## src/rtl/keypad_scan_fifo_if.sv

```systemverilog
// Key-event stream from the keypad scanner: FIFO head code with valid/ready handshake.
interface keypad_scan_fifo_if #(
    parameter int CODE_W = 4
);
    logic [CODE_W-1:0] key_code;
    logic              key_valid;
    logic              key_ready;

    modport master (output key_code, output key_valid, input key_ready);
    modport slave  (input key_code, input key_valid, output key_ready);
endinterface

```

## src/rtl/keypad_scan_fifo.sv

```systemverilog
// ROWS x COLS matrix-keypad scanner: divider tick, row synchroniser, press/release
// debounce FSM and a key-event FIFO with registered valid/ready head.
module keypad_scan_fifo #(
    parameter int ROWS       = 4,
    parameter int COLS       = 4,
    parameter int SCAN_DIV   = 131072,
    parameter int DEBOUNCE   = 3,
    parameter int FIFO_DEPTH = 4
) (
    input  logic                clk,
    input  logic                rst,
    input  logic [ROWS-1:0]     row,
    output logic [COLS-1:0]     col,
    keypad_scan_fifo_if.master  key,
    output logic                key_held,
    output logic                overflow,
    input  logic                ovf_clr
);
    localparam int CODE_W = $clog2(ROWS*COLS);
    localparam int DIV_W  = $clog2(SCAN_DIV);
    localparam int RW     = (ROWS > 1) ? $clog2(ROWS) : 1;
    localparam int CW     = (COLS > 1) ? $clog2(COLS) : 1;
    localparam int CNT_W  = $clog2(DEBOUNCE+1);
    localparam int AW     = $clog2(FIFO_DEPTH);

    typedef enum logic [1:0] {S_IDLE, S_SCAN, S_DEB, S_PRESSED} state_t;

    state_t             state, state_n;
    logic [ROWS-1:0]    row_s1, row_s2;
    logic [DIV_W-1:0]   div_cnt;
    logic               tick, hit, found;
    logic [RW-1:0]      r_lo, lat_r, r_n;
    logic [CW-1:0]      c, c_n;
    logic [CNT_W-1:0]   cnt, cnt_n;
    logic [COLS-1:0]    col_n;
    logic               push;
    logic [CODE_W-1:0]  push_code;

    function automatic logic [CODE_W-1:0] code_of(input logic [RW-1:0] r, input logic [CW-1:0] cc);
        return CODE_W'(int'(r) * COLS + int'(cc));
    endfunction

    always_ff @(posedge clk or posedge rst) begin
        if (rst) begin
            row_s1  <= '1;
            row_s2  <= '1;
            div_cnt <= '0;
        end else begin
            row_s1  <= row;
            row_s2  <= row_s1;
            div_cnt <= tick ? '0 : div_cnt + 1'b1;
        end
    end

    assign tick = (div_cnt == DIV_W'(SCAN_DIV-1));
    assign hit  = (row_s2 != '1);

    always_comb begin
        r_lo  = '0;
        found = 1'b0;
        for (int unsigned i = 0; i < ROWS; i++) begin
            if (!found && !row_s2[i]) begin
                r_lo  = RW'(i);
                found = 1'b1;
            end
        end
    end

    always_ff @(posedge clk or posedge rst) begin
        if (rst) begin
            state <= S_IDLE;
            c     <= '0;
            lat_r <= '0;
            cnt   <= '0;
            col   <= '0;
        end else begin
            state <= state_n;
            c     <= c_n;
            lat_r <= r_n;
            cnt   <= cnt_n;
            col   <= col_n;
        end
    end

    always_comb begin
        state_n   = state;
        c_n       = c;
        r_n       = lat_r;
        cnt_n     = cnt;
        col_n     = col;
        push      = 1'b0;
        push_code = '0;
        if (tick) begin
            case (state)
                S_IDLE: begin
                    col_n = '0;
                    if (hit) begin
                        state_n = S_SCAN;
                        c_n     = '0;
                        col_n   = ~(COLS'(1));
                    end
                end
                S_SCAN: begin
                    if (hit) begin
                        r_n   = r_lo;
                        cnt_n = CNT_W'(1);
                        if (DEBOUNCE == 1) begin
                            push      = 1'b1;
                            push_code = code_of(r_lo, c);
                            cnt_n     = '0;
                            state_n   = S_PRESSED;
                        end else begin
                            state_n = S_DEB;
                        end
                    end else if (c < CW'(COLS-1)) begin
                        c_n   = c + 1'b1;
                        col_n = ~(COLS'(1) << (c + 1'b1));
                    end else begin
                        state_n = S_IDLE;
                        col_n   = '0;
                    end
                end
                S_DEB: begin
                    if (!row_s2[lat_r]) begin
                        cnt_n = cnt + 1'b1;
                        if (cnt_n == CNT_W'(DEBOUNCE)) begin
                            push      = 1'b1;
                            push_code = code_of(lat_r, c);
                            cnt_n     = '0;
                            state_n   = S_PRESSED;
                        end
                    end else begin
                        state_n = S_IDLE;
                        col_n   = '0;
                        cnt_n   = '0;
                    end
                end
                S_PRESSED: begin
                    if (!hit) begin
                        cnt_n = cnt + 1'b1;
                        if (cnt_n == CNT_W'(DEBOUNCE)) begin
                            state_n = S_IDLE;
                            col_n   = '0;
                            cnt_n   = '0;
                        end
                    end else begin
                        cnt_n = '0;
                    end
                end
                default: state_n = S_IDLE;
            endcase
        end
    end

    always_comb begin
        key_held = (state == S_PRESSED);
    end

    logic [CODE_W-1:0] mem [FIFO_DEPTH];
    logic [AW-1:0]     wr_ptr, rd_ptr, rd_n;
    logic [AW:0]       count, count_n, remaining;
    logic              full, pop, push_ok, drop;
    logic [CODE_W-1:0] head_n;

    assign full      = (count == (AW+1)'(FIFO_DEPTH));
    assign pop       = key.key_valid & key.key_ready;
    assign push_ok   = push & (~full | pop);
    assign drop      = push & full & ~pop;
    assign count_n   = count + (AW+1)'(push_ok) - (AW+1)'(pop);
    assign rd_n      = rd_ptr + AW'(pop);
    assign remaining = count - (AW+1)'(pop);
    // The slot at rd_n is only written this cycle when the FIFO drains empty, so forward the push.
    assign head_n    = (push_ok && remaining == '0) ? push_code : mem[rd_n];

    always_ff @(posedge clk) begin
        if (push_ok) mem[wr_ptr] <= push_code;
    end

    always_ff @(posedge clk or posedge rst) begin
        if (rst) begin
            wr_ptr        <= '0;
            rd_ptr        <= '0;
            count         <= '0;
            key.key_valid <= 1'b0;
            key.key_code  <= '0;
            overflow      <= 1'b0;
        end else begin
            if (push_ok) wr_ptr <= wr_ptr + 1'b1;
            rd_ptr        <= rd_n;
            count         <= count_n;
            key.key_valid <= (count_n != '0);
            key.key_code  <= head_n;
            if (drop)         overflow <= 1'b1;
            else if (ovf_clr) overflow <= 1'b0;
        end
    end
endmodule

```

## src/flat_wrapper.sv

```systemverilog
// flat-port wrapper written by rule: the top's interface ports become plain ports
module keypad_scan_fifo_flat 
#(
    parameter int ROWS       = 4,
    parameter int COLS       = 4,
    parameter int SCAN_DIV   = 131072,
    parameter int DEBOUNCE   = 3,
    parameter int FIFO_DEPTH = 4
)
  (clk, rst, row, col, key_held, overflow, ovf_clr, key_key_code, key_key_valid, key_key_ready);
  keypad_scan_fifo_if #(.CODE_W(4)) key_i ();
  input  logic clk;
  input  logic rst;
  input  logic [ROWS-1:0] row;
  output logic [COLS-1:0] col;
  output logic key_held;
  output logic overflow;
  input  logic ovf_clr;
  output wire logic [$bits(key_i.key_code)-1:0] key_key_code;
  output wire logic [$bits(key_i.key_valid)-1:0] key_key_valid;
  input wire logic [$bits(key_i.key_ready)-1:0] key_key_ready;
  assign key_key_code = key_i.key_code;
  assign key_key_valid = key_i.key_valid;
  assign key_i.key_ready = key_key_ready;
  keypad_scan_fifo #(.ROWS(ROWS), .COLS(COLS), .SCAN_DIV(SCAN_DIV), .DEBOUNCE(DEBOUNCE), .FIFO_DEPTH(FIFO_DEPTH)) u_core (.clk(clk), .rst(rst), .row(row), .col(col), .key(key_i), .key_held(key_held), .overflow(overflow), .ovf_clr(ovf_clr));
endmodule
```

## config.mk

```make
export PLATFORM = sky130hd
export DESIGN_NAME = keypad_scan_fifo_flat
export DESIGN_NICKNAME = d
export VERILOG_FILES = /design/src/rtl/keypad_scan_fifo_if.sv /design/src/rtl/keypad_scan_fifo.sv /design/src/flat_wrapper.sv
export SDC_FILE = /design/constraint.sdc
export NUM_CORES = 1
export LEC_CHECK = 0
export CORE_ASPECT_RATIO = 1.4
export CORE_UTILIZATION = 45
export DETAILED_ROUTE_END_ITERATION = 8
export GPL_ROUTABILITY_DRIVEN = 0
export PLACE_DENSITY = 0.72
export RECOVER_POWER = 25
export SLEW_MARGIN = 25
export SYNTH_ARGS = -nofsm -noshare
export SYNTH_HDL_FRONTEND = slang
export SYNTH_SLANG_ARGS = --single-unit
```

## constraint.sdc

```tcl
create_clock -name clk -period 3.8 [get_ports clk]
set_clock_uncertainty 0.15 [all_clocks]
set_input_delay 0.38 -clock clk [delete_from_list [all_inputs] [get_ports clk]]
set_output_delay 0.38 -clock clk [all_outputs]
set_load 0.02 [all_outputs]
```

==> results of run 1 <==
[metrics by stage]
stage | hold slack (ns) | setup slack (ns)
6_report | 0.206 | 0.648
5_1_grt | 0.208 | 0.332
4_1_cts | 0.207 | 0.618
3_5_place_dp | 0.197 | 0.629
3_3_place_gp | 0.197 | 0.697
2_1_floorplan | 0.195 | 0.436
[power by group through the flow]
stage | combinational [mW] | sequential [mW] | clock (mW)
final | 0.208 | 0.787 | 0.618
after global placement | 0.203 | 0.800 | 0
after floorplan | 0.158 | 0.797 | 0
after global routing | 0.240 | 0.791 | 0.664
after detailed placement | 0.214 | 0.801 | 0
after CTS | 0.214 | 0.787 | 0.629
[flip-flops by register name, indices dropped and copies added, names as in the netlist]
register              count
u_core.div_cnt           17
u_core.mem               16
u_core.col                4
u_core.key.key_code       4
u_core.row_s1             4
u_core.row_s2             4
u_core.count              3
u_core.c                  2
u_core.cnt                2
u_core.lat_r              2
u_core.rd_ptr             2
u_core.state              2
u_core.wr_ptr             2
u_core.key.key_valid      1
u_core.overflow           1
[cells in the mapped netlist (2+ instances only)]
| cell type | instances | share of area [%] |
|---|---|---|
| sky130_fd_sc_hd__and2_1 | 3 | 0.61 |
| sky130_fd_sc_hd__and3_2 | 4 | 0.98 |
| sky130_fd_sc_hd__o21ai_0 | 9 | 1.5 |
| sky130_fd_sc_hd__and2_2 | 4 | 0.98 |
| sky130_fd_sc_hd__dfstp_2 | 8 | 6.9 |
| sky130_fd_sc_hd__clkbuf_1 | 7 | 0.86 |
| sky130_fd_sc_hd__or3_1 | 3 | 0.61 |
| sky130_fd_sc_hd__edfxtp_1 | 16 | 16 |
| sky130_fd_sc_hd__nand2_1 | 15 | 1.8 |
| sky130_fd_sc_hd__xnor2_1 | 12 | 3.4 |
| sky130_fd_sc_hd__a31oi_1 | 5 | 1.0 |
| sky130_fd_sc_hd__nor4b_1 | 2 | 0.57 |
| sky130_fd_sc_hd__mux2_2 | 5 | 1.8 |
| sky130_fd_sc_hd__o22ai_1 | 3 | 0.61 |
| sky130_fd_sc_hd__nand3_1 | 6 | 0.98 |
| sky130_fd_sc_hd__xor2_1 | 4 | 1.1 |
| sky130_fd_sc_hd__a32o_1 | 2 | 0.65 |
| sky130_fd_sc_hd__mux4_2 | 5 | 3.7 |
| sky130_fd_sc_hd__nor3_1 | 5 | 0.82 |
| sky130_fd_sc_hd__o211ai_1 | 2 | 0.49 |
| sky130_fd_sc_hd__nor2b_1 | 5 | 1.0 |
| sky130_fd_sc_hd__a22o_1 | 6 | 1.7 |
| sky130_fd_sc_hd__nor2_1 | 21 | 2.6 |
| sky130_fd_sc_hd__nand4_1 | 3 | 0.61 |
| sky130_fd_sc_hd__nor4_1 | 4 | 0.82 |
| sky130_fd_sc_hd__inv_1 | 15 | 1.8 |
| sky130_fd_sc_hd__ha_1 | 15 | 6.1 |
| sky130_fd_sc_hd__dfrtp_1 | 42 | 34 |
| sky130_fd_sc_hd__a21oi_1 | 3 | 0.49 |
[routing by layer]
layer	wire length, um	vias to the layer above	part of all wire, %
li1	-	934	-
met1	2090	942	42
met2	2570	32	52
met3	174	11	3.5
met4	104	0	2.1
met5	0	-	0
[layout make-up]
class	instances	area [um2]
Multi-Input combinational cell	161	1220
Fill cell	574	3040
Clock inverter	6	81.3
Tap cell	74	92.6
Clock buffer	10	128
Sequential cell	66	1740
Timing Repair Buffer	21	203
Inverter	15	57.6
[layout by cell type (no fill, tap or decap), types with 6 or more instances in the layout]
| cell | netlist | final |
|---|---|---|
| sky130_fd_sc_hd__dfrtp_1 | 42 | 42 |
| sky130_fd_sc_hd__nor2_1 | 21 | 21 |
| sky130_fd_sc_hd__edfxtp_1 | 16 | 16 |
| sky130_fd_sc_hd__nand2_1 | 15 | 15 |
| sky130_fd_sc_hd__ha_1 | 15 | 15 |
| sky130_fd_sc_hd__inv_1 | 15 | 14 |
| sky130_fd_sc_hd__clkdlybuf4s50_1 | 0 | 13 |
| sky130_fd_sc_hd__xnor2_1 | 12 | 12 |
| sky130_fd_sc_hd__o21ai_0 | 9 | 9 |
| sky130_fd_sc_hd__clkbuf_8 | 0 | 9 |
| sky130_fd_sc_hd__dfstp_2 | 8 | 8 |
| sky130_fd_sc_hd__nand3_1 | 6 | 6 |
| sky130_fd_sc_hd__a22o_1 | 6 | 6 |
[worst max path at each step]
stage / start / end / slack, ns / cells after the start
floorplan: u_core.div_cnt[0]$_DFF_PP0_ / u_core.key.key_valid$_DFF_PP0_ / 0.44 / 12
global placement: u_core.div_cnt[0]$_DFF_PP0_ / u_core.key.key_valid$_DFF_PP0_ / 0.70 / 10
detailed placement: u_core.div_cnt[0]$_DFF_PP0_ / u_core.key.key_valid$_DFF_PP0_ / 0.63 / 10
CTS: u_core.div_cnt[0]$_DFF_PP0_ / u_core.key.key_valid$_DFF_PP0_ / 0.62 / 10
global route: u_core.div_cnt[0]$_DFF_PP0_ / u_core.key.key_valid$_DFF_PP0_ / 0.33 / 10
finish: u_core.div_cnt[0]$_DFF_PP0_ / u_core.key.key_valid$_DFF_PP0_ / 0.65 / 10
[cells by family (layout without fill, tap and decap cells)]
group	after synthesis	after routing
AND/OR/NAND/NOR	83	83
flip-flops	66	66
AO/OA/AOI/OAI	35	35
buffers and inverters	24	52
adder cells (fa/ha/maj)	16	16
XOR/XNOR	16	16
multiplexers	11	11
==> impl_metrics.ini, run 1 <==
[worst_setup_path]
timing_worst_setup_path_type = reg2reg
cp.required_ns = 3.86
launching_point_of_the_worst_reg2reg_path = u_core.div_cnt[0]$_DFF_PP0_
ff2ff_path_depth = 10
critical_path.startpoint_type = register
r2r_setup_slack_ns = 0.65
cp_cell_sequence = ha_1, nand4_1, nor4_1, ha_1, nand2_1, nor4_4, and2_4, ha_1, fa_1, or3_1
critical_path.reg2reg.endpoint = u_core.key.key_valid$_DFF_PP0_
worst_setup_path_end_kind = register
critical-path-top-delay-family = simple AND/OR/NAND/NOR gates
max_stage_delay_ns = 0.43
crit_path_top_delay_cell = sky130_fd_sc_hd__fa_1
worst-path-buf-inv = 0
cp_max_fo = 6
critPathMostFrequentCell = sky130_fd_sc_hd__ha_1
critical_path_arrival_ns = 3.22

[synthesis]
async_reset_ff_share_pct = 75.8
yosysWarnings = 0
synth-main-ff-cell = sky130_fd_sc_hd__dfrtp_1
syn_area_um2 = 3060
synth_top_family_by_area = simple AND/OR/NAND/NOR gates
synth_enable_flop_cells = 16
yosys.area_share.xor_xnor_pct = 4.57
synthesis.instances = 251
synth.net_count = 275
muxShareOfSynthArea_pct = 5.84
adder_and_majority_gate_portion_of_the_synthesized_area_pct = 6.78
synth_simple_gate_area_share_pct = 14.9
yosys_register_bits = 66
yosys.cell_types.count = 46
synth.yosys.seq_area_share_pct = 56.8
synthesis.area_per_instance_um2 = 12.2
synth_area_in_compound_gates_pct = 7.80

[pwr]
share_comb_of_total_power_pct = 12.9
power_density_nw_per_um2 = 457
standby_leakage_power_nw = 1.51
share_clk_of_total_power_pct = 38.3
p_total_mw = 1.61
p_int_mw = 1.22
netSwitchingFraction_pct = 24.4
pwr-share-seq_pct = 48.8
max-vdd-ir-drop_v = 0.000362
p_switching_uw = 394

[grt]
first_global_vias = 1880
gr-usage-met3_pct = 4.96
grt_antenna_before_repair = 0
globalRoute.totalOverflow = 0
global_route.usage.total_pct = 16.5
global_route_met2_usage_pct = 26.9
busiest_layer_in_global_routing = met2
grt_start_max_net_pins = 51
first_pass_grt_wire_length_um = 8910
grt_use_met1_pct = 20.2

[outcome]
failed_checks = max-capacitance violations, max-slew violations
result_of_the_run = complete, but fails checks

[detailed_routing]
drt-vias-per-instance = 5.44
avgRoutedWirePerCell_um = 14.0
dr.pass1.iters = 4
detailroute.via_count = 1919
detailedRoute.firstIterationViolations = 128
post-route-drc-count = 0
drt_wl_total_um = 4940
drt.antenna.violating_nets = 0

[sta]
final-setup-viol-count = 0
final-max-slew-violation-count = 51
final-hold-violation-count = 0
setup_repair_after_global_routing_missed_its_margin = false
worst_slew_pin_slew_ns = 2.19
post-route-period-util_pct = 82.9
fin_tns_setup_ns = 0
final_period_minus_worst_setup_slack_ns = 3.15
slew_headroom_pct = -46.5
fmax_mhz = 317

[placed_design]
port-buffer-count = 18
placed_cell_area_um2 = 3320
post_placement_cell_count = 337
dp_hpwl_um = 3500

[clocking]
tritoncts_clock_tree = done
cts_hold_buffers = 0
clk_latency_ns = 0.34
cts.repair.resized = 0
total_cts_buffers = 9
cts-root-buf = sky130_fd_sc_hd__clkbuf_8
clkSinkCount = 66
post-cts-setup-buffer-count = 0
cts_max_path_buffers = 2
cts_max_level = 3
clk_transition_reported_paths_ns = 0.07

[layout]
drive_above_1_share_pct = 17.6
diodes = 0
instances_no_fill = 353
layout.nets = 298
syn2layout_area_growth_pct = 15.1
design_area_um2 = 3530
layout_utilization_pct = 53.7

[die]
top_level_ports = 19
die-height_um = 99.6
floorplan.die.width_um = 71.7
initial_core_util_pct = 46.6
row_count = 35
fp.coreArea_um2 = 6570
fp.dieArea_um2 = 7150

[min_path]
hold_path_startpoint = u_core.row_s1[1]$_DFF_PP1_
holdPathStages = 0
min_path_type = reg2reg
hold_path_end = u_core.row_s2[1]$_DFF_PP1_

[job]
maxCapViolations = 1
Power figures use the tool's default switching activity.
==> run 2, diff against run 1 <==
Clock period 3.8 ns to 3.2 ns, I/O delays scaled along.
==> impl_metrics.ini, run 2 (synthesis results as in run 1) <==
[clocking]
cts-root-buf = sky130_fd_sc_hd__clkbuf_8
clkSinkCount = 66
clk_latency_ns = 0.34
clk_transition_reported_paths_ns = 0.07
cts_max_path_buffers = 2
total_cts_buffers = 9
tritoncts_clock_tree = done
cts_max_level = 3
cts_hold_buffers = 0

[layout]
design_area_um2 = 3600
num-fill-cells = 569
diodes = 0
regMostFlops = u_core.div_cnt
drive_above_1_share_pct = 20.7
largest_register_ff_count = 17
seqCellArea_um2 = 1740
multi_input_comb_area_um2 = 1230
layout.nets = 304
layout_utilization_pct = 54.8
layout.cells.most_common = sky130_fd_sc_hd__dfrtp_1
largest_registers_in_the_final_layout = u_core.div_cnt (17), u_core.mem (16)
syn2layout_area_growth_pct = 17.5
instances_no_fill = 359
mostFrequentLayoutCells = sky130_fd_sc_hd__dfrtp_1, sky130_fd_sc_hd__nor2_1, sky130_fd_sc_hd__edfxtp_1

[outcome]
result_of_the_run = complete, but fails checks
failed_checks = max-capacitance violations, max-slew violations

[placed_design]
post_placement_cell_count = 342
port-buffer-count = 18
dp_slack_ns = 0.112
dp_hpwl_um = 3620
placed_cell_area_um2 = 3360

[worst_setup_path]
launching_point_of_the_worst_reg2reg_path = u_core.div_cnt[12]$_DFF_PP0_
critical_path.reg2reg.endpoint = u_core.key.key_valid$_DFF_PP0_
critical_path_arrival_ns = 3.10
cp.required_ns = 3.26
worst_setup_path_end_kind = register
r2r_setup_slack_ns = 0.16
timing_worst_setup_path_type = reg2reg
ff2ff_path_depth = 11
critical_path.startpoint_type = register
cp_max_fo = 4

[sta]
setup_repair_after_global_routing_missed_its_margin = false
post-route-period-util_pct = 94.9
fmax_mhz = 329
final.setup.worst_slack_ns = 0.163
final-max-slew-violation-count = 46
slew_headroom_pct = -35.3
worst_slew_pin_slew_ns = 2.02
final-hold-violation-count = 0
final-setup-viol-count = 0
final_period_minus_worst_setup_slack_ns = 3.04
final.hold.worst_slack_ns = 0.207
fin_tns_setup_ns = 0

[detailed_routing]
dr.pass1.iters = 4
drt-vias-per-instance = 5.53
post-route-drc-count = 0
drt_wl_total_um = 5320
detailroute.via_count = 1984
detailedRoute.firstIterationViolations = 124
drt.antenna.violating_nets = 0
avgRoutedWirePerCell_um = 14.8

[grt]
grt_start_max_net_pins = 46
grt_antenna_before_repair = 0
globalRoute.totalOverflow = 0
first_pass_grt_wire_length_um = 8910
first_global_vias = 1943
global_route.usage.total_pct = 16.5

[pwr]
standby_leakage_power_nw = 1.55
p_total_mw = 1.96
max-vdd-ir-drop_v = 0.000509
power_density_nw_per_um2 = 545

[die]
floorplan.die.width_um = 71.7
die-height_um = 99.6
fp.dieArea_um2 = 7150
fp.coreArea_um2 = 6570
row_count = 35
initial_core_util_pct = 46.6
top_level_ports = 19

[min_path]
holdPathStages = 0
hold_path_startpoint = u_core.row_s1[3]$_DFF_PP1_
hold_path_end = u_core.row_s2[3]$_DFF_PP1_
min_path_type = reg2reg

[job]
maxCapViolations = 1
[run 2: changes by cell type in the layout (fill, tap and decap cells not counted), sizes merged]
cell / delta
buf: +6
[run 2: layout make-up]
cell class | count | share of cell area (%)
clock buffer | 10 | 3.82
clock inverter | 6 | 2.50
inverter | 15 | 1.60
multi-input combinational | 161 | 34.2
sequential | 66 | 48.4
tap | 74 | 2.57
timing repair buffer | 27 | 6.88
[run 2: worst max path at each step]
stage,start,slack (ns),endpoint
2_1_floorplan,u_core.div_cnt[11]$_DFF_PP0_,0.03,u_core.key.key_valid$_DFF_PP0_
3_3_place_gp,u_core.div_cnt[11]$_DFF_PP0_,0.23,u_core.key.key_valid$_DFF_PP0_
3_5_place_dp,u_core.div_cnt[11]$_DFF_PP0_,0.11,u_core.key.key_valid$_DFF_PP0_
4_1_cts,u_core.div_cnt[11]$_DFF_PP0_,0.08,u_core.key.key_valid$_DFF_PP0_
5_1_grt,u_core.div_cnt[12]$_DFF_PP0_,0.01,u_core.key.key_valid$_DFF_PP0_
6_report,u_core.div_cnt[12]$_DFF_PP0_,0.16,u_core.key.key_valid$_DFF_PP0_
[run 2: repair_timing]
action	in CTS	in global routing
gates resized for setup	0	1
buffers inserted	0	1
endpoints found under the setup margin	0	1
[run 2: where the power goes]
part           internal [mW]  leakage [nW]  switching (mW)
logic                  0.110         0.621           0.136
clock network          0.461         0.112           0.321
registers              0.907         0.816          0.0278
[run 2: per-layer routing]
metal,GRT usage [%],share of wire (%)
met1,19.1,42
met2,28.2,54
met3,4.26,2.6
met4,8.14,1.7
met5,0,0
[run 2: worst max-delay path, stage by stage, from the launching register on]
cell and delay, ns:
sky130_fd_sc_hd__dfrtp_1 0.39, sky130_fd_sc_hd__and3_1 0.18, sky130_fd_sc_hd__and2_1 0.16, sky130_fd_sc_hd__nand2_1 0.08, sky130_fd_sc_hd__nor4_2 0.25, sky130_fd_sc_hd__ha_1 0.22
sky130_fd_sc_hd__nand2_2 0.10, sky130_fd_sc_hd__nor4_4 0.20, sky130_fd_sc_hd__and2_4 0.21, sky130_fd_sc_hd__ha_1 0.16, sky130_fd_sc_hd__fa_1 0.43, sky130_fd_sc_hd__or3_1 0.38
==> run 3, diff against run 2 <==
Settings changed: CORE_ASPECT_RATIO 1.4 to default, CTS_CLUSTER_DIAMETER from default to 60, PLACE_DENSITY 0.72 to default.
==> impl_metrics.ini, run 3 (synthesis results as in run 1) <==
[outcome]
result_of_the_run = complete, but fails checks
failed_checks = design-rule violations

[pwr]
p_int_mw = 1.39
share_clk_of_total_power_pct = 35.6
p_switching_uw = 488
share_comb_of_total_power_pct = 14.5
power_density_nw_per_um2 = 521
netSwitchingFraction_pct = 26.0
max-vdd-ir-drop_v = 0.000306
standby_leakage_power_nw = 1.55
pwr-share-seq_pct = 49.9

[detailed_routing]
wl_met3_um = 258
drt-vias-per-instance = 5.39
drt_wl_total_um = 5310
detailedRoute.firstIterationViolations = 92
route.layer.met1.wl_um = 2610
detailroute.via_count = 1958
post-route-drc-count = 4
route.top_layer_used = met4
dr.pass1.iters = 7
avgRoutedWirePerCell_um = 14.6
met2_length_um = 2350
drt.antenna.violating_nets = 0

[die]
die-height_um = 84.5
top_level_ports = 19
fp.dieArea_um2 = 7140
floorplan.die.width_um = 84.5
row_count = 29
initial_core_util_pct = 47.4
fp.coreArea_um2 = 6460

[layout]
drive_above_1_share_pct = 21.0
largest_register_ff_count = 17
instances_no_fill = 363
regMostFlops = u_core.div_cnt
layout.nets = 305
layout.cells.most_common = sky130_fd_sc_hd__dfrtp_1
mostFrequentLayoutCells = sky130_fd_sc_hd__dfrtp_1, sky130_fd_sc_hd__nor2_1, sky130_fd_sc_hd__edfxtp_1
largest_registers_in_the_final_layout = u_core.div_cnt (17), u_core.mem (16)
syn2layout_area_growth_pct = 17.3
diodes = 0
num-fill-cells = 578

[clocking]
clk_latency_ns = 0.34
total_cts_buffers = 9
tritoncts_clock_tree = done
clk_transition_reported_paths_ns = 0.07
cts-root-buf = sky130_fd_sc_hd__clkbuf_8
cts_max_path_buffers = 2
clkSinkCount = 66
cts_max_level = 3

[sta]
fmax_mhz = 334
setup_repair_after_global_routing_missed_its_margin = true
worst_slew_pin_slew_ns = 0.921
final-max-slew-violation-count = 0
final-setup-viol-count = 0
final.setup.worst_slack_ns = 0.207
slew_headroom_pct = 38.5
fin_tns_setup_ns = 0
final-hold-violation-count = 0
post-route-period-util_pct = 93.5
final_period_minus_worst_setup_slack_ns = 2.99

[placed_design]
dp_hpwl_um = 3650
port-buffer-count = 18
post_placement_cell_count = 346
dp_slack_ns = 0.125

[worst_setup_path]
timing_worst_setup_path_type = reg2reg
worst_setup_path_end_kind = register
critical_path_arrival_ns = 3.05
ff2ff_path_depth = 12
launching_point_of_the_worst_reg2reg_path = u_core.div_cnt[1]$_DFF_PP0_
setup.worst_path.start = u_core.div_cnt[1]$_DFF_PP0_
critical_path.startpoint_type = register
cp_max_fo = 4
cp.required_ns = 3.26

[min_path]
holdPathStages = 0
hold_path_startpoint = u_core.row_s1[2]$_DFF_PP1_
min_path_type = reg2reg

[job]
maxCapViolations = 0

[grt]
first_pass_grt_wire_length_um = 9180
first_global_vias = 1901
global_route.usage.total_pct = 17.0
grt_start_max_net_pins = 27
globalRoute.totalOverflow = 0
grt_antenna_before_repair = 0
run 3: per-stage QoR:
stage | utilization [%] | cell area (um2) | hold slack (ns) | total power [mW]
CTS | 55.0 | 3550 | 0.187 | 1.87
detailed placement | 52.2 | 3370 | 0.197 | 1.20
global route | 55.7 | 3590 | 0.207 | 1.97
global placement | 52.2 | 3370 | 0.197 | 1.20
floorplan | - | 3070 | 0.174 | 1.13
finish | 55.7 | 3590 | 0.206 | 1.87
run 3: worst paths after layout:
path | end | slack [ns]
max | u_core.key.key_valid$_DFF_PP0_ | 0.21
min in group asynchronous | u_core.div_cnt[13]$_DFF_PP0_ | 0.47
max in group asynchronous | u_core.col[2]$_DFFE_PP0P_ | 1.43
min reg2reg | u_core.row_s2[2]$_DFF_PP1_ | 0.21
min | u_core.row_s2[2]$_DFF_PP1_ | 0.21
max reg2reg | u_core.key.key_valid$_DFF_PP0_ | 0.21
run 3: power by group through the flow:
stage / clock network, mW / registers [mW] / logic [mW]
after floorplan: 0 / 0.946 / 0.188
after global placement: 0 / 0.948 / 0.247
after detailed placement: 0 / 0.949 / 0.255
after CTS: 0.684 / 0.933 / 0.256
after global routing: 0.729 / 0.941 / 0.303
final: 0.667 / 0.936 / 0.271
run 3: worst max-delay path: stages (launching register included):
cell and delay, ns:
sky130_fd_sc_hd__dfrtp_1 0.36, sky130_fd_sc_hd__ha_2 0.20, sky130_fd_sc_hd__nand4_1 0.14, sky130_fd_sc_hd__nor4_2 0.28, sky130_fd_sc_hd__ha_2 0.25, sky130_fd_sc_hd__nand2_4 0.08, sky130_fd_sc_hd__nor4_4 0.31, sky130_fd_sc_hd__and2_4 0.22
sky130_fd_sc_hd__ha_4 0.13, sky130_fd_sc_hd__fa_1 0.22, sky130_fd_sc_hd__xnor2_2 0.13, sky130_fd_sc_hd__xnor2_1 0.10, sky130_fd_sc_hd__or3_1 0.31
run 3: area by class of cell:
type	instances	area, um2	share of cell area [%]
Inverter	15	56.3	1.57
Sequential cell	66	1740	48.5
Multi-Input combinational cell	161	1260	35.1
Timing Repair Buffer	28	251	7.00
Clock inverter	5	55.1	1.53
Clock buffer	11	131	3.65
Tap cell	77	96.3	2.68
run 3: timing repair:
item / 4_1_cts / 5_1_grt
resized for setup: 0 / 7
setup endpoints to repair: 0 / 1
setup buffers: 0 / 1
hold buffers: 0 / 0
run 3: metal layers:
layer | vias to the layer above | global-route usage, %
met3 | 6 | 4.13
met5 | - | 0
li1 | 955 | -
met1 | 940 | 24.8
met2 | 57 | 23.6
met4 | 0 | 8.78
